--- src/rtl/fir_filter_param.sv ---
// FIR filter: TAPS-deep delay line, runtime-writable coefficients, rounded and optionally saturated output.
// Latency: 2 enabled edges from sample capture to y (delay line -> products -> sum/round/range).
// Backpressure: none; clk_enable stalls the datapath, coefficient writes and ovf_clr act regardless.
module fir_filter_param #(
    parameter int DW   = 8,
    parameter int CW   = 8,
    parameter int TAPS = 8,
    parameter int FRAC = 6
) (
    input  logic                       clk,
    input  logic                       rst,
    input  logic                       clk_enable,
    input  logic signed [DW-1:0]       x,
    input  logic                       coef_we,
    input  logic [$clog2(TAPS)-1:0]    coef_addr,
    input  logic signed [CW-1:0]       coef_wdata,
    input  logic                       sat_en,
    input  logic                       ovf_clr,
    output logic signed [DW-1:0]       y,
    output logic                       ce_out,
    output logic                       ovf
);
    localparam int AW = $clog2(TAPS);
    localparam int PW = DW + CW;
    localparam int SW = DW + CW + AW;
    // One extra bit so adding the rounding constant can never wrap.
    localparam int RW = SW + 1;

    localparam logic signed [RW-1:0] RND   = RW'(1) << (FRAC - 1);
    localparam logic signed [RW-1:0] YMAX  = RW'((2 ** (DW - 1)) - 1);
    localparam logic signed [RW-1:0] YMIN  = -RW'(2 ** (DW - 1));
    localparam logic signed [CW-1:0] C_ONE = CW'(2 ** FRAC);

    logic signed [DW-1:0] d [TAPS];
    logic signed [CW-1:0] c [TAPS];
    logic signed [PW-1:0] p [TAPS];
    logic signed [SW-1:0] acc;
    logic signed [RW-1:0] rnd;
    logic signed [RW-1:0] r;
    logic                 oor;
    logic signed [DW-1:0] y_nxt;
    logic [1:0]           prime_cnt;

    always_ff @(posedge clk or negedge rst) begin
        if (!rst) begin
            for (int k = 0; k < TAPS; k++) begin
                d[k] <= '0;
                p[k] <= '0;
            end
        end else if (clk_enable) begin
            d[0] <= x;
            for (int k = 1; k < TAPS; k++) begin
                d[k] <= d[k-1];
            end
            for (int k = 0; k < TAPS; k++) begin
                p[k] <= PW'(c[k]) * PW'(d[k]);
            end
        end
    end

    // Coefficient writes are independent of clk_enable; the P stage samples c before the edge.
    always_ff @(posedge clk or negedge rst) begin
        if (!rst) begin
            for (int k = 0; k < TAPS; k++) begin
                c[k] <= (k == 0) ? C_ONE : '0;
            end
        end else if (coef_we && (int'(coef_addr) < TAPS)) begin
            c[coef_addr] <= coef_wdata;
        end
    end

    always_comb begin
        acc = '0;
        for (int k = 0; k < TAPS; k++) begin
            acc = acc + SW'(p[k]);
        end
        rnd = RW'(acc) + RND;
        r   = rnd >>> FRAC;
        oor = (r > YMAX) || (r < YMIN);
        if (oor && sat_en) begin
            y_nxt = r[RW-1] ? YMIN[DW-1:0] : YMAX[DW-1:0];
        end else begin
            y_nxt = r[DW-1:0];
        end
    end

    always_ff @(posedge clk or negedge rst) begin
        if (!rst) begin
            y         <= '0;
            ce_out    <= 1'b0;
            ovf       <= 1'b0;
            prime_cnt <= '0;
        end else begin
            if (clk_enable) begin
                y      <= y_nxt;
                ce_out <= (prime_cnt == 2'd2);
                if (prime_cnt != 2'd2) begin
                    prime_cnt <= prime_cnt + 2'd1;
                end
            end else begin
                ce_out <= 1'b0;
            end
            // A fresh overflow beats a simultaneous clear.
            if (clk_enable && oor) begin
                ovf <= 1'b1;
            end else if (ovf_clr) begin
                ovf <= 1'b0;
            end
        end
    end
endmodule

--- config.mk ---
export PLATFORM = sky130hd
export DESIGN_NAME = fir_filter_param
export DESIGN_NICKNAME = d
export VERILOG_FILES = /design/src/rtl/fir_filter_param.sv
export SDC_FILE = /design/constraint.sdc
export NUM_CORES = 2
export LEC_CHECK = 0
export ABC_AREA = 1
export CELL_PAD_IN_SITES_DETAIL_PLACEMENT = 1
export CELL_PAD_IN_SITES_GLOBAL_PLACEMENT = 1
export CORE_MARGIN = 4
export CORE_UTILIZATION = 40
export CTS_CLUSTER_DIAMETER = 30
export DETAILED_ROUTE_END_ITERATION = 7
export HOLD_SLACK_MARGIN = 0.05
export PLACE_DENSITY_LB_ADDON = 0.1
export SLEW_MARGIN = 20
export SYNTH_ARGS = -nofsm -noshare
export SYNTH_HDL_FRONTEND = slang
export SYNTH_SLANG_ARGS = --single-unit
--- constraint.sdc ---
create_clock -name clk -period 13.5 [get_ports clk]
set_input_delay 1.35 -clock clk [delete_from_list [all_inputs] [get_ports clk]]
set_output_delay 1.35 -clock clk [all_outputs]
set_load 0.005 [all_outputs]
# [Word-level counts from Yosys, hierarchy flattened]
# Index checks and enable logic that the tools add are counted.
[totals] register_bits=268 out_inout_bits=10 wordCells=66
[classes] add_sub_neg=9 n_mul=8 order_cmp=4 n_eq_ne=2 muxes=8 bitwise=1 n_reduce_logical=6
[ops] cell="8-bit by 8-bit multiplier with 16-bit output" n=8
[ops] cell="19-bit by 16-bit adder with 19-bit output" n=4
[ops] cell="64-bit bitwise mux" n=1
[ops] cell="8-bit demux with 3-bit select" n=1
[ops] cell="8-bit two-way mux" n=3
[ops] cell="19-bit by 7-bit adder with 20-bit output, second input constant" n=1
[ops] cell="18-bit by 16-bit adder with 19-bit output" n=1
[ops] cell="17-bit by 16-bit adder with 18-bit output" n=1
[ops] cell="16-bit by 16-bit adder with 17-bit output" n=1
[ops] cell="14-bit by 8-bit > comparator with 1-bit output, second input constant" n=1
[ops] cell="14-bit by 8-bit < comparator with 1-bit output, second input constant" n=1
[ops] cell="4-bit greater-or-equal comparator, second input constant" n=1
[ops] cell="4-bit by 1-bit < comparator with 1-bit output, second input constant" n=1
[ops] cell="3-bit NOT with 4-bit output" n=1
[ops] cell="1-bit logical AND" n=3
[ops] cell="1-bit two-way mux" n=3
[ops] cell="2-bit by 1-bit adder with 2-bit output, second input constant" n=1
[ops] cell="2-bit == test, second input constant" n=1
[ops] cell="2-bit != test, second input constant" n=1
[ops] cell="2-bit AND reduction" n=1
[ops] cell="2-bit nonzero test" n=1
[ops] cell="1-bit logical OR" n=1

# [Depth between registers and ports, before layout]
[depth] word_depth=12 mapped_depth=27 mapped_depth_nobuf=27

# [Worst setup path after synthesis]
# Ideal clock, no wire load.
[synth_timing] path_type="flip-flop to flip-flop" startpoint="register d[41] (netlist bit)" endpoint="register p[94] (netlist bit)" setup_time_ns=0.118 t_arrival_ns=4.290 required_ns=13.382 path_slack_ns=9.092 path_stages_with_launch=26 path_buffers=1 path_cell_list="dfrtp_1 -> clkbuf_1 -> nand2_1 -> inv_1 -> fa_1 -> inv_1 -> fa_1 -> inv_1 -> fa_1 -> inv_1 -> fa_1 -> inv_1 -> ha_1 -> a21oi_1 -> nand2_1 -> nand2_1 -> nand2_1 -> a21oi_1 -> o21ai_0 -> nand2_1 -> nand2_1 -> nand2_1 -> nand2_1 -> or2_2 -> nand3_1 -> nand2_1"
[synth_via] elab_chain_cells=1
[synth_rtl] item="start, declared" line_no="34" source="logic signed [DW-1:0] d [TAPS];"
[synth_rtl] item="start signal, assigned by index" line_no="53" source="d[k] <= d[k-1];"
[synth_rtl] item="8-bit by 8-bit multiplier with 16-bit output" line_no="56" source="p[k] <= PW'(c[k]) * PW'(d[k]);"
[synth_rtl] item="end signal, assigned by index" line_no="56"
[synth_rtl] item="end, declared" line_no="36" source="logic signed [PW-1:0] p [TAPS];"
# Every way passes these cells.
# A chain may end at the register's enable or synchronous reset.

# [Worst setup path in the final report]
[layout_timing] startpoint="register p[63] (netlist bit)" endpoint="register y[6]"
[layout_via] elab_chain_cells=9
[layout_rtl] item="19-bit by 16-bit adder with 19-bit output * (4 in series)" line_no="75" source="acc = acc + SW'(p[k]);"
[layout_rtl] item="19-bit by 7-bit adder with 20-bit output *" line_no="77" source="rnd = RW'(acc) + RND;"
[layout_rtl] item="14-bit by 8-bit > comparator with 1-bit output or 14-bit by 8-bit < comparator with 1-bit output (tied branches)" line_no="79" source="oor = (r > YMAX) || (r < YMIN);"
[layout_rtl] item="1-bit logical OR" line_no="79"
[layout_rtl] item="1-bit logical AND" line_no="80" source="if (oor && sat_en) begin"
[layout_rtl] item="8-bit two-way mux *" line_no="80"
[layout_rtl] item="end signal, assigned" line_no="95" source="y <= y_nxt;"
[layout_rtl] item="end, declared" line_no="19" source="output logic signed [DW-1:0] y,"
# Every way passes the cells marked *; elsewhere a longest branch is shown, timed or not.

==> results.sh <==
export IMPL_status="complete, no violations"
export IMPL_cts_made_buffers=84
export IMPL_fmax_mhz=205.6
export IMPL_rows=105
export IMPL_cp_max_fo=8
export IMPL_crit_arrival_ps=5380
export IMPL_min_from="p[116]"
export IMPL_start_util_pct=40.60
export IMPL_fp_dieArea_um2=88440
export IMPL_grt_use_total_pct=22.75
export IMPL_dpl_hpwl_um=77700
export IMPL_synthCells=4081
export IMPL_grt_setup_unrepaired="false"
export IMPL_die_w_um=297.4
export IMPL_drt_total_wl_um=97620
export IMPL_antenna_found_initial=11
export IMPL_min_delay_path_class="register to register"
export IMPL_synthTopCellsByArea="fa_1 (32%), dfrtp_1 (20%), inv_1 (13%), nand2_1 (12%), ha_1 (9.9%)"
export IMPL_synth_cell_types=40
export IMPL_synth_nets=4910
export IMPL_required_ps=14020
export IMPL_yosysSeqAreaShare_pct=20.02
export IMPL_grt_pass1_wl_um=157500
export IMPL_clk_latency_ps=620
export IMPL_drc=0
export IMPL_clock_sinks=268
export IMPL_grt_pass1_vias=27290
export IMPL_clkTransAtPathRegs_ps=50
export IMPL_critPathKind="register to register"
export IMPL_synth_area_per_cell_um2=8.209
export IMPL_endpoint_kind="register"
export IMPL_tns_ps=0
export IMPL_die_y_um=297.4
export IMPL_coreArea_um2=82500
export IMPL_start_kind="register"
export IMPL_cts_root_buffer="clkbuf_16"
export IMPL_dr_total_vias=24740
export IMPL_ys_warn_count=0
export IMPL_grt_max_degree=110
export IMPL_area_delta_synth_final_pct=12.22
export IMPL_drive_gt1_share_pct=5.764
export IMPL_synthesis_area_um2=33500
export IMPL_cts_tree="built"
export IMPL_setup_viol=0
export IMPL_hold_violations=0
export IMPL_setup_worst_path_start="p[63]"
export IMPL_ys_top_cells_by_count="inv_1 (1,120), nand2_1 (1,031), fa_1 (538)"
export IMPL_io_pins=35
export IMPL_post_cts_buffers=0
export IMPL_post_route_min_period_ps=4864
export IMPL_ctsResizeCount=0
export IMPL_globalplace_congestion=0.8546
export IMPL_yosysMostFrequentCell="inv_1"
export IMPL_wl_per_cell_um=18.83
export IMPL_maxCapViolCount=0
export IMPL_skew_ps=34.30
export IMPL_cts_buffer_depth=3
export IMPL_dr_pass1_iters=4
export IMPL_worst_pin_slew_ps=1063
export IMPL_htree_levels=3
export IMPL_ys_flop_type="dfrtp_1"
export IMPL_synth_enable_flop_cells=0
export IMPL_portBuffers=34
export IMPL_cts_hold_buffers=0
export IMPL_async_flop_share_pct=100.0
export IMPL_r2r_start="p[63]"
export IMPL_yosys_area_top_type_share_pct=32.15
export IMPL_via_per_inst=4.773
export IMPL_fin_crit_sh_pct=36.03
export IMPL_ys_seq_elements=268
export IMPL_overflow=0
export IMPL_yosys_area_top_type="fa_1"
export IMPL_drtIter0Drc=1210
export IMPL_drv_slew=0
export IMPL_relSlewSlack_pct=29.08
export IMPL_final_nets=4871
export IMPL_ant_nets=0
-- worst max-delay path, stage by stage (launching register included) --
cell and delay (ps):
dfrtp_1 420, fa_1 700, inv_1 140, fa_1 620, fa_1 450, fa_1 500, inv_1 50, ha_1 330
a21oi_1 270, o21ai_0 130, a21oi_1 220, nand2_1 90, nand2_1 70, nand2_1 100, nor2_1 110, nand4_1 140
nand3_2 190, nand2_1 80, a21oi_1 150
-- layout make-up --
class                   instances  area [um^2]
clock buffers                  99         2260
clock inverters                57        685.7
diodes                          1        2.502
repair buffers                 45        429.2
well taps                    1070         1339
flip-flops and latches        268         6708
multi-input cells            2520        21950
inverters                    1123         4220
fillers                      9731        44910
-- cells in the final DEF (no fill, tap or decap), drive strengths merged, types with 10 or more instances in the layout --
cell type	instances
dfrtp	267
nor3	13
o21ai	213
xor2	48
fa	538
or2	55
nand2	1035
bufinv	10
clkdlybuf4s50	32
a21oi	107
inv	1125
clkinvlp	10
nor2	73
clkinv	35
a31oi	16
ha	266
buf	13
nand3	49
clkbuf	99
xnor2	59
o22ai	11
-- flip-flops by register name, summed over array words and instances (netlist names) --
register / cells
p: 128
c: 64
d: 64
y: 8
prime_cnt: 2
ce_out: 1
ovf: 1
-- cell families after synthesis --
group | share of synthesized area (%)
XOR/XNOR | 2.797
flip-flops | 20.02
AO/OA/AOI/OAI | 5.879
AND/OR/NAND/NOR | 14.72
buffers and inverters | 14.49
adder cells (fa/ha/maj) | 42.09
-- final timing paths --
check,slack (ps),cells after the start,endpoint
worst max-delay path,8640,18,y[6]
worst min-delay path,470,2,p[116]
worst max register to register,8640,18,y[6]
worst min register to register,470,2,p[116]
max in group asynchronous,10490,3,d[47]
min in group asynchronous,770,1,c[0]
-- per-layer routing --
layer	up-vias	GRT usage, %	routed length, um
met3	87	2.978	4302
met5	-	0	0
li1	11770	-	-
met1	12520	32.87	46770
met2	365	37.10	45180
met4	0	4.235	1367
-- metrics by stage --
stage                     hold slack (ps)  setup WS, ps  area (um^2)  instances  utilization, %
after global routing                495.7          8297        37590       5182           45.56
after global placement              467.3          8674        34640       5026           41.99
after detailed placement            466.8          8606        34640       5026           41.99
final                               474.6          8636        37590       5183           45.56
after CTS                           477.1          8610        37590       5182           45.56
after floorplan                     445.9          9092        33500       4081               -
Power is left out: the tool's default activity adds up to more than one toggle a clock period on the data nets, which glitch-free logic cannot reach.
